File: config.mk
export PLATFORM = sky130hd
export DESIGN_NAME = scan_ctrl
export DESIGN_NICKNAME = d
export VERILOG_FILES = /design/src/rtl/scan_ctrl.sv
export SDC_FILE = /design/constraint.sdc
export NUM_CORES = 1
export LEC_CHECK = 0
export CAP_MARGIN = 10
export CORE_UTILIZATION = 56
export CTS_CLUSTER_DIAMETER = 100
export DETAILED_ROUTE_END_ITERATION = 12
export PLACE_DENSITY = 0.8
export RECOVER_POWER = 100
export SYNTH_ARGS = -nofsm -noshare
export SYNTH_HDL_FRONTEND = slang
export SYNTH_SLANG_ARGS = --single-unit
export TNS_END_PERCENT = 5
File: constraint.sdc
create_clock -name clk -period 2.5 [get_ports clk]
set_clock_uncertainty 0.2 [all_clocks]
set_input_delay 0.5 -clock clk [delete_from_list [all_inputs] [get_ports clk]]
set_output_delay 0.5 -clock clk [all_outputs]
set_load 0.01 [all_outputs]
File: src/rtl/scan_ctrl.sv
// scan_ctrl: 8-digit multiplexed 7-segment scanner with leading-zero blanking.
// Latency: each digit gets GAP blank cycles then DIV lit cycles; a frame is 8*(GAP+DIV) cycles.
// No backpressure: en gates scanning (drop aborts at once), outputs are registered.
module scan_ctrl #(
  parameter int unsigned DIV = 1000,
  parameter int unsigned GAP = 8
) (
  input  logic       clk,
  input  logic       rst,
  input  logic       en,
  input  logic       lz_en,
  input  logic [3:0] digit,
  output logic [2:0] flag,
  output logic [7:0] dig_n,
  output logic [6:0] seg_n,
  output logic       frame
);

  localparam logic [15:0] DIV_LAST = 16'(DIV - 1);
  localparam logic [15:0] GAP_LAST = 16'(GAP - 1);

  typedef enum logic [1:0] {
    ST_IDLE,
    ST_GAP,
    ST_SHOW
  } state_t;

  state_t      state_q;
  logic [15:0] cnt_q;
  logic [2:0]  flag_q;
  logic        lz_q;
  logic [3:0]  digit_q;
  logic [7:0]  dig_n_q;
  logic [6:0]  seg_n_q;
  logic        frame_q;

  logic        blank_d;
  logic [7:0]  sel_n_d;

  // Active-low {g,f,e,d,c,b,a} glyphs for hex 0-F.
  function automatic logic [6:0] hex7(input logic [3:0] v);
    case (v)
      4'h0:    hex7 = 7'h40;
      4'h1:    hex7 = 7'h79;
      4'h2:    hex7 = 7'h24;
      4'h3:    hex7 = 7'h30;
      4'h4:    hex7 = 7'h19;
      4'h5:    hex7 = 7'h12;
      4'h6:    hex7 = 7'h02;
      4'h7:    hex7 = 7'h78;
      4'h8:    hex7 = 7'h00;
      4'h9:    hex7 = 7'h10;
      4'hA:    hex7 = 7'h08;
      4'hB:    hex7 = 7'h03;
      4'hC:    hex7 = 7'h46;
      4'hD:    hex7 = 7'h21;
      4'hE:    hex7 = 7'h06;
      default: hex7 = 7'h0E;
    endcase
  endfunction

  // Blank only while every digit latched so far this frame was zero; digit 0 always shows.
  assign blank_d = lz_en && lz_q && (digit == 4'd0) && (flag_q != 3'd0);
  assign sel_n_d = ~(8'd1 << flag_q);

  // Scan FSM: counter, digit select, leading-zero tracking and registered display outputs.
  always_ff @(posedge clk) begin
    if (rst) begin
      state_q <= ST_IDLE;
      cnt_q   <= 16'd0;
      flag_q  <= 3'd7;
      lz_q    <= 1'b1;
      digit_q <= 4'd0;
      dig_n_q <= 8'hFF;
      seg_n_q <= 7'h7F;
      frame_q <= 1'b0;
    end else begin
      frame_q <= 1'b0;
      case (state_q)
        ST_IDLE: begin
          if (en) begin
            state_q <= ST_GAP;
            cnt_q   <= 16'd0;
            flag_q  <= 3'd7;
            lz_q    <= 1'b1;
          end
        end
        ST_GAP: begin
          if (!en) begin
            state_q <= ST_IDLE;
            cnt_q   <= 16'd0;
            flag_q  <= 3'd7;
            lz_q    <= 1'b1;
            dig_n_q <= 8'hFF;
            seg_n_q <= 7'h7F;
          end else if (cnt_q == GAP_LAST) begin
            // Mux has settled on flag_q for the whole gap; sample the digit now.
            state_q <= ST_SHOW;
            cnt_q   <= 16'd0;
            digit_q <= digit;
            dig_n_q <= blank_d ? 8'hFF : sel_n_d;
            seg_n_q <= blank_d ? 7'h7F : hex7(digit);
          end else begin
            cnt_q <= cnt_q + 16'd1;
          end
        end
        ST_SHOW: begin
          if (!en) begin
            state_q <= ST_IDLE;
            cnt_q   <= 16'd0;
            flag_q  <= 3'd7;
            lz_q    <= 1'b1;
            dig_n_q <= 8'hFF;
            seg_n_q <= 7'h7F;
          end else begin
            if (digit_q != 4'd0) lz_q <= 1'b0;
            if (cnt_q == DIV_LAST) begin
              state_q <= ST_GAP;
              cnt_q   <= 16'd0;
              flag_q  <= flag_q - 3'd1;
              dig_n_q <= 8'hFF;
              seg_n_q <= 7'h7F;
              if (flag_q == 3'd0) begin
                // Digit 0 done: frame boundary, re-arm leading-zero blanking.
                frame_q <= 1'b1;
                lz_q    <= 1'b1;
              end
            end else begin
              cnt_q <= cnt_q + 16'd1;
            end
          end
        end
        default: state_q <= ST_IDLE;
      endcase
    end
  end

  assign flag  = flag_q;
  assign dig_n = dig_n_q;
  assign seg_n = seg_n_q;
  assign frame = frame_q;

endmodule

==> out/qor.yml <==
sta:
  worstMarginPinSlew_ps: 547
  clock.fmax_mhz: 426
  setup_ws_ps: 155
  drv_slew: 0
  setup_viol: 0
  period_share_pct: 93.8
  fin_crit_ps: 2350
  worst_hold_slack_ps: 288
  hold_viol: 0
  slew_headroom_pct: 63.6
  rsz0062_at_grt: "no"
floorplan:
  fp-row-count: 23
  dieArea_um2: 4530
  fp.dieH_um: 67.3
  initial_core_util_pct: 58.8
  die_w_um: 67.3
  io_pins: 27
  core_um2: 4060
clock_network:
  cts_made_buffers: 5
  cts-root-buf: "clkbuf_8"
  cts_htree_levels: 2
  path_clk_slew_ps: 80
  cts_setup_buffers: 0
  max-clock-path-buffers: 2
  hold_buffers: 0
  cts.sinks: 42
  clock_latency_ps: 290
  cts_tree: "yes"
drt:
  route.vias.total: 2162
  firstDrtPassIters: 4
  routed_wl_mm: 5.40
  avgRoutedWirePerCell_um: 14.5
  ant_nets: 0
  dr.first_iter.drc_count: 102
  route.detailed.drc: 0
  viasPerCell: 5.80
power:
  power_leakage_nw: 1.07
  power_w: 0.00138
  cellPowerDensity_nw_per_um2: 477
  peakVddDrop_uv: 271
critical_path:
  path_class: "flip-flop to flip-flop"
  cp_max_fo: 7
  critPathCaptureType: "flip-flop"
  arrival_ps: 2360
  critPathLaunchType: "flip-flop"
  crit_required_ps: 2520
yosys:
  synthArstFlopShare_pct: 0
  yosysSeqAreaShare_pct: 35.2
  netlist_area_um2: 2390
  synth_top_area_share_pct: 35.2
  synth-seq-cells: 42
  ys_warn_count: 0
  synth_most_common_cell: "dfxtp_1"
  syn_avg_cell_area_um2: 8.65
  synth_common_cells: "dfxtp_1 (42), nor2_1 (38), nand2_1 (22)"
  synth_cell_types: 48
  yosysTopAreaCell: "dfxtp_1"
  syn_inst: 276
  synth-main-ff-cell: "dfxtp_1"
  ys_top_cells_by_area: "dfxtp_1 (35%), ha_1 (8.4%), mux2i_1 (6.7%)"
  synth_edf_count: 0
  syn_nets: 300
cells_and_area:
  nets: 346
  drive_gt1_share_pct: 10.5
  area_growth_pct: 21.0
  diodes: 0
  multi_input_area_um2: 1410
  num-fill-cells: 317
  regArea_um2: 841
  design_area_um2: 2890
placed_design:
  post_dp_cell_area_um2: 2820
  gp_congestion: 0.814
  pre_cts_ws_ps: -122
  port_buffers: 26
  dpl.hpwl_mm: 3.86
global_routing:
  overflow: 0
  grt_use_total_pct: 25.7
  grt_pass1_wl_mm: 8.76
  grt_pass1_vias: 1933
  antenna_found_initial: 0
  grt_max_degree: 30
status:
  status: "completed"
flow_run:
  maxCapViolations: 0
min_path:
  hp-class: "flip-flop to flip-flop"
[worst paths after layout]
kind | startpoint | endpoint | slack [ps] | cells past startpoint
setup / recovery | cnt_q[5] | cnt_q[14] | 150 | 6
hold / removal | cnt_q[1] | cnt_q[1] | 290 | 2
setup reg to reg | cnt_q[5] | cnt_q[14] | 150 | 6
hold reg to reg | cnt_q[1] | cnt_q[1] | 290 | 2
[metal layers]
metal	vias to the layer above	wire, um	GRT usage, %
li1	1079	-	-
met1	1015	2440	33.0
met2	60	2650	42.5
met3	8	249	5.24
met4	0	59	8.51
met5	-	0	0
[what timing repair did]
action | CTS | global route
endpoints found under the setup margin | 0 | 13
resized for setup | 0 | 1
endpoints found under the hold margin | 0 | 0
[worst max-delay path: stages, from the launching register on]
cell      delay, ps
dfxtp_1         460
and4_1          250
clkbuf_1        190
nand3_1         220
or3_1           430
or3_1           370
o211ai_1        150
[stage by stage]
| step | util, % | cells | TNS (ps) |
|---|---|---|---|
| finish | 71.1 | 373 | 0 |
| floorplan | - | 276 | 0 |
| global route | 71.1 | 373 | 0 |
| detailed placement | 69.5 | 365 | -644 |
| global placement | 69.5 | 365 | -705 |
| CTS | 72.2 | 373 | 0 |
[power by group]
group	switching [W]	leakage [nW]	internal (W)
Clock	0.000228	0.0575	0.000279
Sequential	0.00000675	0.340	0.000679
Combinational	0.000106	0.668	0.0000771
Total	0.000340	1.07	0.00104
[flip-flops by register name, summed over array words and instances, names as in the netlist]
name     count
cnt_q       16
dig_n        8
digit_q      4
flag         3
frame        1
lz_q         1
seg_n        7
state_q      2
[cells by family (layout without fill, tap and decap cells)]
logic type / after synthesis / in the layout / synth area share (%)
AO/OA/AOI/OAI: 46 / 46 / 14.1
AND/OR/NAND/NOR: 123 / 123 / 27.4
XOR/XNOR: 9 / 9 / 3.30
buffers and inverters: 24 / 71 / 4.88
flip-flops: 42 / 42 / 35.2
multiplexers: 16 / 16 / 6.71
adder cells (fa/ha/maj): 16 / 16 / 8.39
[cell usage in the layout (no fill, tap or decap), types with 3 or more instances in the layout]
cell / Yosys / layout
nor2b_1: 4 / 4
and2_1: 6 / 6
nand4_1: 6 / 6
o21ai_0: 7 / 7
o311ai_0: 3 / 3
nor4_1: 8 / 8
xor2_1: 4 / 4
clkbuf_8: 0 / 8
xnor2_1: 5 / 5
ha_1: 16 / 16
nor2_1: 38 / 38
inv_1: 12 / 12
clkbuf_1: 7 / 6
a211oi_1: 5 / 5
buf_4: 1 / 18
nand2_1: 22 / 22
nand3_1: 11 / 11
mux2i_1: 16 / 16
or3_1: 4 / 4
or4_1: 4 / 4
a21oi_1: 13 / 13
clkdlybuf4s50_1: 0 / 7
and3_1: 4 / 4
dfxtp_1: 42 / 42
dlygate4sd3_1: 0 / 19
o31a_1: 3 / 3
[final cells by class]
cell class	instances	share of cell area (%)
clock buffers	8	3.81
inverters	13	1.69
multi-input cells	210	48.7
flip-flops and latches	42	29.1
well taps	50	2.17
repair buffers	50	14.5
(Power assumes the default switching activity.)
